## config.mk

```make
export PLATFORM = sky130hd
export DESIGN_NAME = frame_sequencer
export DESIGN_NICKNAME = d
export VERILOG_FILES = /design/src/rtl/frame_sequencer.sv
export SDC_FILE = /design/constraint.sdc
export NUM_CORES = 1
export LEC_CHECK = 0
export ABC_CLOCK_PERIOD_IN_PS = 4600
export CORE_UTILIZATION = 50
export DETAILED_ROUTE_END_ITERATION = 10
export PLACE_DENSITY_LB_ADDON = 0.05
export SLEW_MARGIN = 20
export SYNTH_ARGS = -nofsm -noshare
export SYNTH_HDL_FRONTEND = slang
export SYNTH_SLANG_ARGS = --single-unit
```

## constraint.sdc

```tcl
create_clock -name clock -period 4.6 [get_ports clock]
set_input_delay 1.38 -clock clock [delete_from_list [all_inputs] [get_ports clock]]
set_output_delay 1.38 -clock clock [all_outputs]
set_load 0.05 [all_outputs]
```

## src/rtl/frame_sequencer.sv

```systemverilog
// Frame sequencer: runs a tiny 6502-subset program from ROM and issues TIA register writes,
// stalling on stores to the WSYNC address until RDY returns.
module frame_sequencer #(
  parameter int unsigned ADDR_WIDTH  = 14,
  parameter int unsigned BANK_BITS   = 10,
  parameter logic [5:0]  WSYNC_ADDR  = 6'h02,
  parameter int unsigned COUNT_WIDTH = 32
) (
  input  logic                   clock,
  input  logic                   reset,
  input  logic                   cyc_en,
  input  logic                   start,
  input  logic [ADDR_WIDTH:0]    rom_size,
  output logic [ADDR_WIDTH-1:0]  rom_addr,
  input  logic [7:0]             rom_data,
  input  logic                   rdy,
  output logic [5:0]             tia_a,
  output logic [7:0]             tia_d,
  output logic                   tia_rw,
  output logic                   busy,
  output logic                   done,
  output logic                   error,
  output logic [COUNT_WIDTH-1:0] cycle_count
);

  localparam int unsigned PC_W = ADDR_WIDTH + 1;
  localparam logic [PC_W:0] GRAN_ONE  = (PC_W+1)'(1) << BANK_BITS;
  localparam logic [PC_W:0] GRAN_MASK = GRAN_ONE - (PC_W+1)'(1);

  localparam logic [2:0] S_IDLE  = 3'd0;
  localparam logic [2:0] S_FETCH = 3'd1;
  localparam logic [2:0] S_WAIT  = 3'd2;
  localparam logic [2:0] S_EXEC  = 3'd3;
  localparam logic [2:0] S_WSYNC = 3'd4;
  localparam logic [2:0] S_DONE  = 3'd5;
  localparam logic [2:0] S_ERROR = 3'd6;

  localparam logic [7:0] OP_LDA = 8'hA9;
  localparam logic [7:0] OP_LDX = 8'hA2;
  localparam logic [7:0] OP_LDY = 8'hA0;
  localparam logic [7:0] OP_NOP = 8'hEA;
  localparam logic [7:0] OP_STA = 8'h85;
  localparam logic [7:0] OP_STX = 8'h86;
  localparam logic [7:0] OP_STY = 8'h84;
  localparam logic [7:0] OP_JMP = 8'h4C;

  logic [2:0]             state, state_nxt;
  logic [PC_W-1:0]        pc, pc_nxt;
  logic [7:0]             op, op_nxt;
  logic [7:0]             reg_a, reg_a_nxt;
  logic [7:0]             reg_x, reg_x_nxt;
  logic [7:0]             reg_y, reg_y_nxt;
  logic [5:0]             tia_a_nxt;
  logic [7:0]             tia_d_nxt;
  logic                   tia_rw_nxt;
  logic                   busy_nxt, done_nxt, error_nxt;
  logic [COUNT_WIDTH-1:0] cc_nxt;
  logic                   do_fetch;

  logic [PC_W:0]   pc_inc_w, pc_jmp_w;
  logic [PC_W-1:0] pc_inc, pc_jmp;
  logic            is_short, is_long;
  logic [7:0]      store_src;

  assign rom_addr = pc[ADDR_WIDTH-1:0];

  // pc arithmetic saturates instead of wrapping so a runaway program always lands in DONE
  assign pc_inc_w = {1'b0, pc} + (PC_W+1)'(1);
  assign pc_inc   = pc_inc_w[PC_W] ? '1 : pc_inc_w[PC_W-1:0];
  assign pc_jmp_w = ({1'b0, pc} + GRAN_MASK) & ~GRAN_MASK;
  assign pc_jmp   = pc_jmp_w[PC_W] ? '1 : pc_jmp_w[PC_W-1:0];

  assign is_short = (rom_data == OP_LDA) || (rom_data == OP_LDX) ||
                    (rom_data == OP_LDY) || (rom_data == OP_NOP);
  assign is_long  = (rom_data == OP_STA) || (rom_data == OP_STX) ||
                    (rom_data == OP_STY) || (rom_data == OP_JMP);

  assign store_src = (op == OP_STA) ? reg_a : ((op == OP_STX) ? reg_x : reg_y);

  // Next-state and next-output logic
  always_comb begin
    state_nxt  = state;
    pc_nxt     = pc;
    op_nxt     = op;
    reg_a_nxt  = reg_a;
    reg_x_nxt  = reg_x;
    reg_y_nxt  = reg_y;
    tia_a_nxt  = tia_a;
    tia_d_nxt  = tia_d;
    tia_rw_nxt = 1'b1;
    done_nxt   = done;
    error_nxt  = error;
    cc_nxt     = (busy && !(&cycle_count)) ? cycle_count + COUNT_WIDTH'(1) : cycle_count;
    do_fetch   = 1'b0;

    case (state)
      S_IDLE, S_DONE, S_ERROR: begin
        if (start) begin
          pc_nxt    = '0;
          cc_nxt    = '0;
          done_nxt  = 1'b0;
          error_nxt = 1'b0;
          state_nxt = S_FETCH;
        end
      end
      S_FETCH: do_fetch = 1'b1;
      S_WAIT:  state_nxt = S_EXEC;
      S_EXEC: begin
        state_nxt = S_FETCH;
        case (op)
          OP_LDA: begin reg_a_nxt = rom_data; pc_nxt = pc_inc; end
          OP_LDX: begin reg_x_nxt = rom_data; pc_nxt = pc_inc; end
          OP_LDY: begin reg_y_nxt = rom_data; pc_nxt = pc_inc; end
          OP_NOP: ;
          OP_JMP: pc_nxt = pc_jmp;
          OP_STA, OP_STX, OP_STY: begin
            tia_a_nxt  = rom_data[5:0];
            tia_d_nxt  = store_src;
            tia_rw_nxt = 1'b0;
            pc_nxt     = pc_inc;
            if (rom_data[5:0] == WSYNC_ADDR) state_nxt = S_WSYNC;
          end
          default: begin
            state_nxt = S_ERROR;
            error_nxt = 1'b1;
          end
        endcase
      end
      S_WSYNC: do_fetch = rdy;
      default: state_nxt = S_IDLE;
    endcase

    // Shared by FETCH and a released WSYNC stall
    if (do_fetch) begin
      if (pc >= rom_size) begin
        state_nxt = S_DONE;
        done_nxt  = 1'b1;
      end else begin
        op_nxt = rom_data;
        pc_nxt = pc_inc;
        if (is_short) begin
          state_nxt = S_EXEC;
        end else if (is_long) begin
          state_nxt = S_WAIT;
        end else begin
          state_nxt = S_ERROR;
          error_nxt = 1'b1;
        end
      end
    end

    busy_nxt = (state_nxt == S_FETCH) || (state_nxt == S_WAIT) ||
               (state_nxt == S_EXEC)  || (state_nxt == S_WSYNC);
  end

  always_ff @(posedge clock or posedge reset) begin
    if (reset) begin
      state       <= S_IDLE;
      pc          <= '0;
      op          <= '0;
      reg_a       <= '0;
      reg_x       <= '0;
      reg_y       <= '0;
      tia_a       <= 6'h3F;
      tia_d       <= '0;
      tia_rw      <= 1'b1;
      busy        <= 1'b0;
      done        <= 1'b0;
      error       <= 1'b0;
      cycle_count <= '0;
    end else if (cyc_en) begin
      state       <= state_nxt;
      pc          <= pc_nxt;
      op          <= op_nxt;
      reg_a       <= reg_a_nxt;
      reg_x       <= reg_x_nxt;
      reg_y       <= reg_y_nxt;
      tia_a       <= tia_a_nxt;
      tia_d       <= tia_d_nxt;
      tia_rw      <= tia_rw_nxt;
      busy        <= busy_nxt;
      done        <= done_nxt;
      error       <= error_nxt;
      cycle_count <= cc_nxt;
    end
  end

endmodule

```

==> flow_summary.yaml, run 1 <==
grt:
  grt_pass1_wl_um: 27800
  grt.met1_usage_pct: 38.8
  gr-total-overflow: 0
  grt_use_met2_pct: 40.6
  grt_usage_pct: 26.6
  gr-usage-met3_pct: 3.68
  grt_busiest_layer: "met2"
  grt_pass1_vias: 5382
  antenna_found_initial: 0
  grt_max_degree: 59
synthesis:
  synth_largest_area_cell: "dfrtp_1"
  synth_edf_count: 0
  syn_inst: 702
  synth_area_leaders: "dfrtp_1, mux2_2, ha_1, nor2_1, nand2_1"
  yosys_warnings: 0
  synth-seq-cells: 100
  async_flop_share_pct: 100
  ys_types: 87
  ys_seq_area_share_pct: 38.4
  synth_area_per_cell_um2: 9.31
  yosysMostFrequentCell: "dfrtp_1"
  syn_nets: 748
  synth_common_cells: "dfrtp_1, nor2_1, nand2_1, o21ai_0, nand3_1"
  synth_top_cell_area_share_pct: 35.6
  netlist_area_um2: 6540
  synth_ff_type: "dfrtp_1"
clock_network:
  clock_sinks: 100
  cts_buffer_depth: 2
  cts_made_buffers: 9
  htree_num_levels: 3
  cts_tree: "done"
  path_clk_slew_ns: 0.07
  post_cts_buffers: 0
  cts_resized: 0
  clock_latency_ns: 0.36
  hold_buffers: 0
  cts-root-buf: "clkbuf_16"
route:
  drt-total-wl_um: 17100
  routedWlPerCell_um: 18.3
  vias_per_cell: 6.14
  final_antenna_net_count: 0
  num_vias: 5759
  remaining_drc_errors: 0
  drtPass1Iterations: 5
  drtIter0Drc: 498
setup_path:
  start_kind: "primary input"
  worstSetupPathType: "primary input to flip-flop"
  crit_chain: "clkdlybuf4s50_1, inv_1, ha_1, and3_1, a221o_1, a2111oi_4, o21ai_2, nor4_1, a221oi_1"
  cp_num_buf_inv: 2
  cpLargestDelayFamily: "compound AO/OA/AOI/OAI gates"
  crit_path_end_kind: "flip-flop"
  rrSetupSlack_ns: 1.67
  critPathMaxFanout: 12
  crit_required_ns: 4.81
  cp_slowest_cell: "clkdlybuf4s50_1"
  arrival_ns: 4.02
  cp_slowest_stage_delay_ns: 0.46
sta:
  hold_viol: 0
  timing.clock.skew_ns: 0.0100
  hold_slack_ns: 0.491
  rsz0062_at_grt: "no"
  setup_ws_ns: 0.794
  max_slew_margin_pct: 44.9
  setup_viol: 0
  fmax_mhz: 263
  slew_violations: 0
  final.min_clock_period_ns: 3.81
  worst_slew_pin_slew_ns: 0.826
  fin_crit_sh_pct: 82.7
  fin_tns_setup_ns: 0
min_path:
  min_path_type: "flip-flop to flip-flop"
status:
  status: "finished clean"
die:
  fp-row-count: 41
  die_w_um: 116
  num_io_pins: 92
  start_util_pct: 51.6
  die_y_um: 116
  die_area_um2: 13500
  design.core.area_um2: 12700
cells_and_area:
  drive_gt1_share_pct: 12.1
  regArea_um2: 2510
  multi_input_area_um2: 3640
  final_net_count: 807
  fill_cells: 1127
  area_delta_synth_final_pct: 18.5
  antenna-diode-count: 0
placement:
  routabilityCongestion: 0.974
  dp.final_hpwl_um: 12400
  pre_cts_slack_ns: 0.449
  portBuffers: 91
power:
  ir_drop_uv: 210
  power.density_nw_per_um2: 439
  p_leak_nw: 3.20
run:
  cap_viol_max_count: 0
==> flip-flops by register name, summed over array words and instances, names as in the netlist <==
register,cells
cycle_count,32
pc,15
op,8
reg_a,8
reg_x,8
reg_y,8
tia_d,8
tia_a,6
state,3
busy,1
done,1
error,1
tia_rw,1
==> path summary, 6_finish.rpt <==
kind,from,endpoint,cells past startpoint
max in group asynchronous,reset,tia_rw$_DFFE_PP1P_,3
worst min-delay path,tia_d[3]$_DFFE_PP0P_,tia_d[3]$_DFFE_PP0P_,2
worst max register to register,pc[10]$_DFFE_PP0P_,pc[5]$_DFFE_PP0P_,7
worst max-delay path,rom_size[10],pc[5]$_DFFE_PP0P_,9
worst min register to register,tia_d[3]$_DFFE_PP0P_,tia_d[3]$_DFFE_PP0P_,2
min in group asynchronous,reset,cycle_count[27]$_DFFE_PP0P_,2
==> cell type report <==
class,count,share of cell area (%)
multi-input combinational,524,47.0
sequential,100,32.4
timing repair buffer,97,12.5
clock buffer,9,2.91
tap,172,2.78
inverter,29,1.44
clock inverter,7,0.889
==> where the power goes <==
part           switching [mW]  internal [mW]
combinational           0.808          0.543
clock                   0.373          0.381
sequential              0.283           1.01
==> stage by stage <==
stage	area [um^2]	power, mW	cells	utilization, %
after floorplan	6540	2.30	702	-
after global routing	7740	3.59	938	61.1
after global placement	7450	2.61	922	58.8
after detailed placement	7450	2.64	922	58.8
after CTS	7740	3.41	938	61.1
final	7740	3.40	938	61.1
==> cells in the final DEF (no fill, tap or decap), drive strengths merged, types with 5 or more instances in the layout <==
master / Yosys / routed
a211oi: 9 / 9
nand3: 36 / 36
o21ai: 43 / 43
xnor2: 23 / 23
dfstp: 7 / 7
and3: 13 / 13
o31ai: 7 / 7
a22oi: 9 / 9
inv: 28 / 31
dfrtp: 93 / 93
nor2b: 6 / 6
nor2: 59 / 59
a21oi: 27 / 27
a221oi: 8 / 8
mux2: 35 / 35
nor3: 21 / 21
o221ai: 7 / 7
nand2: 57 / 57
nor3b: 5 / 5
clkdlybuf4s50: 0 / 91
o211ai: 5 / 5
and2: 8 / 8
buf: 31 / 6
and4: 10 / 10
ha: 18 / 18
or3: 9 / 9
nand4: 17 / 17
nor4: 11 / 11
clkbuf: 18 / 9
o22ai: 5 / 5
==> worst register-to-register path, cell delays in order, from the launching register on <==
cell and delay, ns:
dfrtp_1 0.61, ha_1 0.33, and3_1 0.20, a221o_1 0.43
a2111oi_4 0.41, o21ai_2 0.31, nor4_1 0.40, a221oi_1 0.09
==> per-layer routing <==
layer	wire, um	vias up
met1	7880	2791
li1	-	2730
met2	7930	216
met4	227	0
met5	0	-
met3	1100	22
==> kinds of logic (layout without fill, tap and decap cells) <==
family                     Yosys count  in the layout  synth area share, %
adders and majority gates           18             18                 3.45
muxes                               38             38                 6.83
DFF                                100            100                 38.4
buffers and inverters               78            142                 5.93
and+or+nand+nor                    271            271                 22.9
xor gates and xnor gates            26             26                 3.48
AOI/OAI and AO/OA                  171            171                 19.0
(Power assumes the default switching activity.)
==> inputs of run 2 (changes only) <==
--- a/config.mk
+++ b/config.mk
@@ -5,7 +5,7 @@
 export SDC_FILE = /design/constraint.sdc
 export NUM_CORES = 1
 export LEC_CHECK = 0
-export ABC_CLOCK_PERIOD_IN_PS = 4600
+export ABC_CLOCK_PERIOD_IN_PS = 3800
 export CORE_UTILIZATION = 50
 export DETAILED_ROUTE_END_ITERATION = 10
 export PLACE_DENSITY_LB_ADDON = 0.05
==> constraint.sdc (replaced) <==
create_clock -name clock -period 3.8 [get_ports clock]
set_input_delay 1.14 -clock clock [delete_from_list [all_inputs] [get_ports clock]]
set_output_delay 1.14 -clock clock [all_outputs]
set_load 0.05 [all_outputs]
==> flow_summary.yaml, run 2 (synthesized netlist as in run 1, its figures left out) <==
sta:
  setup_viol: 0
  timing.clock.skew_ns: 0.00755
  fin_crit_sh_pct: 90.3
  worst_slew_pin_slew_ns: 0.776
  hold_viol: 0
  rsz0062_at_grt: "no"
  hold_slack_ns: 0.487
  slew_violations: 0
  fmax_mhz: 292
  fin_tns_setup_ns: 0
  final.min_clock_period_ns: 3.43
  max_slew_margin_pct: 48.0
min_path:
  min_path_type: "flip-flop to flip-flop"
  min_from: "tia_d[6]$_DFFE_PP0P_"
  hold_depth: 2
  min_to: "tia_d[6]$_DFFE_PP0P_"
clock_network:
  cts_buffer_depth: 2
  hold_buffers: 0
  clock_sinks: 100
  cts-root-buf: "clkbuf_16"
  htree_num_levels: 3
  cts_made_buffers: 9
  clock_latency_ns: 0.36
  cts_tree: "done"
  path_clk_slew_ns: 0.07
  post_cts_buffers: 0
  cts_resized: 0
route:
  drtPass1Iterations: 5
  drtIter0Drc: 424
  remaining_drc_errors: 0
  drt-total-wl_um: 17000
  num_vias: 5781
  vias_per_cell: 6.13
  routedWlPerCell_um: 18.0
  final_antenna_net_count: 0
grt:
  grt_pass1_wl_um: 27400
  antenna_found_initial: 0
  grt_usage_pct: 26.2
  grt_pass1_vias: 5275
  gr-total-overflow: 0
  grt_max_degree: 58
cells_and_area:
  final_cells: 943
  layout_common_cells: "dfrtp_1, clkdlybuf4s50_1, nor2_1"
  final_common_cell: "dfrtp_1"
  final_net_count: 812
  antenna-diode-count: 0
  reg_top3: "cycle_count x32, pc x15"
  top_register: "cycle_count"
  area_delta_synth_final_pct: 19.4
  drive_gt1_share_pct: 12.7
  largest_register_ffs: 32
placement:
  dp_cells: 927
  routabilityCongestion: 0.891
  dp.final_hpwl_um: 12400
  portBuffers: 91
setup_path:
  cp_slowest_cell: "clkdlybuf4s50_1"
  start_kind: "primary input"
  arrival_ns: 3.65
  crit_required_ns: 4.02
  rr_endpoint: "pc[5]$_DFFE_PP0P_"
  critPathMaxFanout: 12
  reg2regPathDepth: 7
  worstSetupPathType: "primary input to flip-flop"
  crit_path_end_kind: "flip-flop"
  rrSetupSlack_ns: 1.01
  crit_chain: "clkdlybuf4s50_1, inv_1, ha_1, and3_1, a221o_1, a2111oi_4, o21ai_2, nor4_1, a221oi_1"
  cp_slowest_stage_delay_ns: 0.46
  reg2reg_from: "pc[10]$_DFFE_PP0P_"
run:
  cap_viol_max_count: 0
die:
  die_w_um: 116
  design.core.area_um2: 12700
  fp-row-count: 41
  die_y_um: 116
  num_io_pins: 92
  die_area_um2: 13500
  start_util_pct: 51.6
status:
  status: "finished clean"
power:
  p_leak_nw: 3.23
  ir_drop_uv: 260
  power.density_nw_per_um2: 540
==> run 2: cell types whose count changed in the layout (fill, tap and decap cells not counted) <==
cell / before / now
bufinv_16: 0 / 1
clkinvlp_4: 1 / 2
buf_12: 1 / 2
clkinv_8: 1 / 0
clkinv_4: 1 / 0
buf_4: 5 / 9
==> run 2: report_power, final <==
group | internal, mW | switching, mW | total, mW
clock network | 0.522 | 0.455 | 0.977
logic | 0.682 | 0.987 | 1.67
registers | 1.22 | 0.341 | 1.57
==> run 2: critical path: cells and delay by family <==
kind            cells  cell delay, ns
simple gates        2            0.53
buf+inv             2            0.51
compound gates      4            1.19
fa+ha+maj           1            0.29
==> run 2: layout make-up <==
cell class / count / area [um^2]
Timing Repair Buffer: 102 / 1020
Sequential cell: 100 / 2510
Multi-Input combinational cell: 524 / 3640
Inverter: 29 / 111
Clock inverter: 7 / 81.3
Fill cell: 1133 / 4870
Clock buffer: 9 / 225
Tap cell: 172 / 215
==> run 2: worst max path at each step <==
stage                                    to    startpoint  cells past startpoint  slack, ns
after floorplan            busy$_DFFE_PP0P_         reset                      1       0.05
after global placement    pc[5]$_DFFE_PP0P_  rom_size[10]                      9       0.05
final                     pc[5]$_DFFE_PP0P_  rom_size[10]                      9       0.37
after global routing      pc[9]$_DFFE_PP0P_  rom_size[10]                     10       0.16
after detailed placement  pc[5]$_DFFE_PP0P_  rom_size[10]                      9      -0.02
after CTS                 pc[5]$_DFFE_PP0P_  rom_size[10]                      9       0.36
==> run 2: metrics by stage <==
| step | util (%) | setup slack [ns] | total power, mW | cell area (um^2) |
|---|---|---|---|---|
| floorplan | - | 0.0528 | 2.79 | 6540 |
| global placement | 59.2 | 0.0477 | 3.18 | 7500 |
| detailed placement | 59.2 | -0.0214 | 3.23 | 7500 |
| CTS | 61.6 | 0.357 | 4.20 | 7800 |
| global route | 61.6 | 0.164 | 4.44 | 7800 |
| finish | 61.6 | 0.370 | 4.21 | 7800 |
==> run 2: layer usage <==
| layer | global-route usage, % | vias up | part of all wire [%] |
|---|---|---|---|
| met5 | 0 | - | 0 |
| met4 | 8.38 | 0 | 1.4 |
| met3 | 4.67 | 18 | 5.8 |
| met2 | 41.4 | 170 | 47 |
| met1 | 36.5 | 2852 | 46 |
| li1 | - | 2741 | - |
==> inputs of run 3 (changes only) <==
--- a/config.mk
+++ b/config.mk
@@ -7,9 +7,9 @@
 export LEC_CHECK = 0
 export ABC_CLOCK_PERIOD_IN_PS = 3800
 export CORE_UTILIZATION = 50
+export CTS_CLUSTER_DIAMETER = 150
 export DETAILED_ROUTE_END_ITERATION = 10
 export PLACE_DENSITY_LB_ADDON = 0.05
-export SLEW_MARGIN = 20
 export SYNTH_ARGS = -nofsm -noshare
 export SYNTH_HDL_FRONTEND = slang
 export SYNTH_SLANG_ARGS = --single-unit
==> results of run 3 <==
The final DEF is identical to that of run 2; final timing and power are the same.
